### src/rtl/rdid_top.sv
// rdid_top: reads the 3-byte JEDEC ID of an SPI flash on a button
// press and shows one selected ID byte on eight LEDs.
`timescale 1ns/1ps

module led_mux (
   input  logic [1:0] sel,
   input  logic [7:0] mem_cap,
   input  logic [7:0] mem_type,
   input  logic [7:0] man_id,
   output logic [7:0] LED
);

   // Pure combinational byte select; 11 lights every LED.
   always_comb begin
      LED = 8'hFF;
      unique case (sel)
         2'b00:   LED = mem_cap;
         2'b01:   LED = mem_type;
         2'b10:   LED = man_id;
         default: LED = 8'hFF;
      endcase
   end

endmodule

module rdid_top #(
   parameter int DEBOUNCE_BITS = 16,
   parameter int SPI_DIV       = 4
) (
   input  logic       CCLK,
   input  logic       reset_btn,
   input  logic       get_rdid_btn,
   input  logic [1:0] SW,
   input  logic       SPIMISO,
   output logic       SPICLK,
   output logic       SPIMOSI,
   output logic       chip_select,
   output logic       LD0,
   output logic       LD1,
   output logic       LD2,
   output logic       LD3,
   output logic       LD4,
   output logic       LD5,
   output logic       LD6,
   output logic       LD7
);

   localparam int DW = $clog2(SPI_DIV);
   localparam logic [DW-1:0] DIV_LAST = DW'(SPI_DIV - 1);
   localparam logic [DW-1:0] DIV_MID  = DW'(SPI_DIV / 2 - 1);
   localparam logic [7:0]    RDID_CMD = 8'h9F;

   typedef enum logic [2:0] {
      IDLE,
      CS_SETUP,
      CMD,
      READ,
      CS_HOLD,
      LATCH
   } state_t;

   logic rst_meta;
   logic rst_n;

   logic                     btn_meta;
   logic                     btn_s;
   logic [DEBOUNCE_BITS-1:0] db_cnt;
   logic                     db_lvl;
   logic                     db_prev;
   logic                     start;

   state_t        state_q, state_d;
   logic [DW-1:0] div_q, div_d;
   logic [4:0]    bit_q, bit_d;
   logic          sclk_q, sclk_d;
   logic          mosi_q, mosi_d;
   logic          cs_q, cs_d;
   logic [23:0]   rx_q, rx_d;
   logic [7:0]    man_id_q, man_id_d;
   logic [7:0]    mem_type_q, mem_type_d;
   logic [7:0]    mem_cap_q, mem_cap_d;
   logic          div_end;
   logic          div_mid;
   logic [7:0]    LED;

   // Reset asserts at once but releases only on a CCLK edge.
   always_ff @(posedge CCLK or negedge reset_btn) begin
      if (!reset_btn) begin
         rst_meta <= 1'b0;
         rst_n    <= 1'b0;
      end else begin
         rst_meta <= 1'b1;
         rst_n    <= rst_meta;
      end
   end

   // Button debouncer: level accepted after a full stable count.
   always_ff @(posedge CCLK or negedge rst_n) begin
      if (!rst_n) begin
         btn_meta <= 1'b0;
         btn_s    <= 1'b0;
         db_cnt   <= '0;
         db_lvl   <= 1'b0;
         db_prev  <= 1'b0;
      end else begin
         btn_meta <= get_rdid_btn;
         btn_s    <= btn_meta;
         db_prev  <= db_lvl;
         if (btn_meta != btn_s)
            db_cnt <= '0;
         else if (db_cnt != '1)
            db_cnt <= db_cnt + 1'b1;
         if (db_cnt == '1)
            db_lvl <= btn_s;
      end
   end

   assign start = db_lvl & ~db_prev;

   // SPI master state and ID registers.
   always_ff @(posedge CCLK or negedge rst_n) begin
      if (!rst_n) begin
         state_q    <= IDLE;
         div_q      <= '0;
         bit_q      <= '0;
         sclk_q     <= 1'b0;
         mosi_q     <= 1'b0;
         cs_q       <= 1'b1;
         rx_q       <= '0;
         man_id_q   <= '0;
         mem_type_q <= '0;
         mem_cap_q  <= '0;
      end else begin
         state_q    <= state_d;
         div_q      <= div_d;
         bit_q      <= bit_d;
         sclk_q     <= sclk_d;
         mosi_q     <= mosi_d;
         cs_q       <= cs_d;
         rx_q       <= rx_d;
         man_id_q   <= man_id_d;
         mem_type_q <= mem_type_d;
         mem_cap_q  <= mem_cap_d;
      end
   end

   assign div_end = (div_q == DIV_LAST);
   assign div_mid = (div_q == DIV_MID);

   // Next-state logic: SPICLK rises mid-period, falls at period end.
   always_comb begin
      state_d    = state_q;
      div_d      = div_q;
      bit_d      = bit_q;
      sclk_d     = sclk_q;
      mosi_d     = mosi_q;
      cs_d       = cs_q;
      rx_d       = rx_q;
      man_id_d   = man_id_q;
      mem_type_d = mem_type_q;
      mem_cap_d  = mem_cap_q;
      unique case (state_q)
         IDLE: begin
            cs_d   = 1'b1;
            sclk_d = 1'b0;
            mosi_d = 1'b0;
            div_d  = '0;
            if (start) begin
               state_d = CS_SETUP;
               cs_d    = 1'b0;
            end
         end
         CS_SETUP: begin
            div_d = div_q + 1'b1;
            if (div_end) begin
               state_d = CMD;
               div_d   = '0;
               bit_d   = '0;
               mosi_d  = RDID_CMD[7];
            end
         end
         CMD, READ: begin
            div_d = div_q + 1'b1;
            if (div_mid) begin
               sclk_d = 1'b1;
               if (state_q == READ)
                  rx_d = {rx_q[22:0], SPIMISO};
            end
            if (div_end) begin
               div_d  = '0;
               sclk_d = 1'b0;
               bit_d  = bit_q + 5'd1;
               if (state_q == CMD) begin
                  if (bit_q == 5'd7) begin
                     state_d = READ;
                     bit_d   = '0;
                     mosi_d  = 1'b0;
                  end else begin
                     mosi_d = RDID_CMD[3'd6 - bit_q[2:0]];
                  end
               end else if (bit_q == 5'd23) begin
                  state_d = CS_HOLD;
                  bit_d   = '0;
               end
            end
         end
         CS_HOLD: begin
            sclk_d = 1'b0;
            div_d  = div_q + 1'b1;
            if (div_end) begin
               state_d = LATCH;
               div_d   = '0;
               cs_d    = 1'b1;
            end
         end
         LATCH: begin
            man_id_d   = rx_q[23:16];
            mem_type_d = rx_q[15:8];
            mem_cap_d  = rx_q[7:0];
            state_d    = IDLE;
         end
         default: state_d = IDLE;
      endcase
   end

   assign SPICLK      = sclk_q;
   assign SPIMOSI     = mosi_q;
   assign chip_select = cs_q;

   led_mux ledMux (
      .sel      (SW),
      .mem_cap  (mem_cap_q),
      .mem_type (mem_type_q),
      .man_id   (man_id_q),
      .LED      (LED)
   );

   assign LD0 = LED[0];
   assign LD1 = LED[1];
   assign LD2 = LED[2];
   assign LD3 = LED[3];
   assign LD4 = LED[4];
   assign LD5 = LED[5];
   assign LD6 = LED[6];
   assign LD7 = LED[7];

endmodule

### config.mk
export PLATFORM = sky130hd
export DESIGN_NAME = rdid_top
export DESIGN_NICKNAME = d
export VERILOG_FILES = /design/src/rtl/rdid_top.sv
export SDC_FILE = /design/constraint.sdc
export NUM_CORES = 1
export LEC_CHECK = 0
export ABC_CLOCK_PERIOD_IN_PS = 7550
export CAP_MARGIN = 20
export CORE_ASPECT_RATIO = 0.7
export CORE_UTILIZATION = 50
export DETAILED_ROUTE_END_ITERATION = 12
export GPL_ROUTABILITY_DRIVEN = 0
export PLACE_DENSITY = 0.67
export RECOVER_POWER = 50
export SYNTH_ARGS = -nofsm -noshare
export SYNTH_HDL_FRONTEND = slang
export SYNTH_SLANG_ARGS = --single-unit
### constraint.sdc
create_clock -name CCLK -period 7.55 [get_ports CCLK]
set_input_delay 1.8875 -clock CCLK [delete_from_list [all_inputs] [get_ports CCLK]]
set_output_delay 1.8875 -clock CCLK [all_outputs]
set_load 0.1 [all_outputs]
==> qor.yml <==
critical_path:
  crit_fanout: 9
  required_ps: 5660
  crit_arrival_ps: 4310
  crit_type: "in -> out"
  cp-end-kind: "output pin"
  rr_startpoint: "rst_n$_DFF_PN0_"
  startpoint_type: "input port"
  cp-startpoint: "SW[0]"
die:
  die_h_um: 74.58
  die_area_um2: 7881
  io_pins: 17
  start_util_pct: 51.63
  die_x_um: 105.7
  rows: 26
  core-area_um2: 7287
clock_network:
  insertion_delay_ps: 340
  cts_resized: 0
  clk_pin_slew_ps: 80
  cts_inserted_buffers: 9
  cts_buffer_depth: 2
  post_cts_buffers: 0
  h-tree-depth: 3
  cts_tree: "done"
  cts-root-buf: "clkbuf_8"
  hold_buffers: 0
  clock-sinks: 83
route:
  ant_nets: 0
  finalWirelength_um: 6592
  wl_per_cell_um: 15.47
  dr.first_iter.drc_count: 243
  dr.pass1.iters: 4
  vias: 2426
  drc: 0
  viasPerCell: 5.695
flow_run:
  max_cap_viol_count: 1
finish:
  nFillCells: 628
  final_util_pct: 57.66
  drive_gt1_share_pct: 25.30
  nNetsFinal: 333
  area_growth_pct: 11.67
  final_cells: 426
  n_antenna_cell: 0
placement:
  place_ws_ps: 1346
  dp_hpwl_um: 4343
  dp_cells: 409
  port_buffers: 16
sta:
  fin_skew_ps: 12.26
  finalHoldViolCount: 0
  fin_crit_ps: 6198
  tns_ps: 0
  period_share_pct: 82.09
  tightest_slew_ps: 3174
  rsz0062_at_grt: "false"
  setup_ws_ps: 1352
  worst_hold_slack_ps: 339.0
  final-setup-viol-count: 0
  max_freq_mhz: 161.4
  relSlewSlack_pct: -111.6
  slew_viol_final: 63
global_route:
  gr-total-overflow: 0
  track_usage_pct: 18.45
  grt_start_max_net_pins: 82
  antenna_found_initial: 0
  grt_pass1_vias: 2242
  grt_pass1_wl_um: 11150
synth:
  syn-num-nets: 318
  ys_types: 50
  ys_seq_area_share_pct: 55.24
  synth-seq-cells: 83
  synth_top_area_cell: "dfrtp_1"
  synth_top_area_share_pct: 54.54
  ys.flop_type: "dfrtp_1"
  syn_area_um2: 3762
  yosys_warnings: 0
  synthArstFlopShare_pct: 100.0
  synth-edff-count: 0
  yosysMostFrequentCell: "dfrtp_1"
  syn_area_per_cell_um2: 12.22
  synthCells: 308
  synth.top_cells.by_count: "82 x dfrtp_1, 57 x mux2_2, 19 x nand2_1"
  synthTopCellsByArea: "dfrtp_1 55%, mux2_2 17%, o21ai_0 2.0%"
min_path:
  hold_class: "reg -> async"
power_and_ir_drop:
  cellLeakagePower_nw: 1.988
  max-vdd-ir-drop_uv: 117.4
  cellPowerDensity_nw_per_um2: 197.1
status:
  outcome: "complete, but fails checks"
  violations: "max-capacitance violations, max-slew violations"
-- worst paths after layout --
check / to / slack [ps] / cells past startpoint
hold reg to reg: rx_q[13]$_DFFE_PN0P_ / 340 / 0
setup reg to reg: db_cnt[4]$_DFFE_PN0P_ / 3740 / 1
max in group asynchronous: db_cnt[4]$_DFFE_PN0P_ / 3740 / 1
hold / removal: rx_q[13]$_DFFE_PN0P_ / 340 / 0
setup / recovery: LD3 / 1350 / 4
min in group CCLK: rst_n$_DFF_PN0_ / 360 / 0
-- metrics by stage --
step                cell area [um^2]  power (W)
floorplan                       3762  0.0005024
CTS                             4202  0.0008386
detailed placement              3998  0.0005168
finish                          4202  0.0008280
global placement                3998  0.0005163
global route                    4202  0.0008637
-- cell families (layout without fill, tap and decap cells) --
family	count (synthesis)	in the layout	share of synthesized area (%)
AOI/OAI and AO/OA	57	57	10.04
muxes	60	60	17.86
DFF	83	83	55.24
buffers and inverters	20	40	2.161
and+or+nand+nor	77	77	11.87
other	1	1	0.09967
xor gates and xnor gates	6	6	1.397
adders and majority gates	4	4	1.330
-- cells in the final DEF, fill, tap and decap left out, types with 6 or more instances in the layout --
| cell | count |
|---|---|
| clkdlybuf4s50_1 | 16 |
| nor2_1 | 10 |
| o21ai_0 | 15 |
| nand3_1 | 6 |
| o22a_1 | 8 |
| nor3_1 | 6 |
| a21oi_1 | 12 |
| clkbuf_8 | 11 |
| nand2_1 | 19 |
| dfrtp_1 | 82 |
| nand4_1 | 7 |
| inv_1 | 6 |
| mux2_2 | 57 |
-- power by group --
| part | leakage, nW | total [W] | switching (W) | internal [W] |
|---|---|---|---|---|
| combinational | 0.743 | 0.0000520 | 0.0000382 | 0.0000137 |
| sequential | 1.14 | 0.000455 | 0.00000674 | 0.000449 |
| clock | 0.107 | 0.000321 | 0.000149 | 0.000171 |
| total | 1.99 | 0.000828 | 0.000194 | 0.000634 |
-- sequential cells by signal, summed over array words and instances, names as in the netlist --
| register | cells |
|---|---|
| div_q | 2 |
| man_id_q | 8 |
| db_prev | 1 |
| SPIMOSI | 1 |
| bit_q | 5 |
| btn_meta | 1 |
| rst_meta | 1 |
| SPICLK | 1 |
| mem_type_q | 8 |
| state_q | 3 |
| btn_s | 1 |
| mem_cap_q | 8 |
| db_cnt | 16 |
| rst_n | 1 |
| db_lvl | 1 |
| chip_select | 1 |
| rx_q | 24 |
-- routing by layer --
metal / wire, um / vias up / GRT usage [%] / share of wire, %
li1: - / 1172 / - / -
met1: 3365 / 1184 / 27.39 / 51
met2: 2873 / 62 / 26.43 / 44
met3: 277 / 8 / 4.557 / 4.2
met4: 75 / 0 / 6.481 / 1.1
met5: 0 / - / 0 / 0
-- worst max-delay path, stage by stage --
cell	delay, ps
clkdlybuf4s50_1	720
nand2b_1	370
o22a_1	200
clkdlybuf4s50_1	1130
-- layout make-up --
class                      count  area, um^2  area share (%)
sequential                    83        2078           49.46
multi-input combinational    205        1603           38.15
timing repair buffer          18       171.4           4.080
clock buffer                  12       155.1           3.693
tap                           98       122.6           2.918
clock inverter                 4       48.80           1.161
inverter                       6       22.52          0.5360
Note: power is estimated with default switching activity, not from simulation.
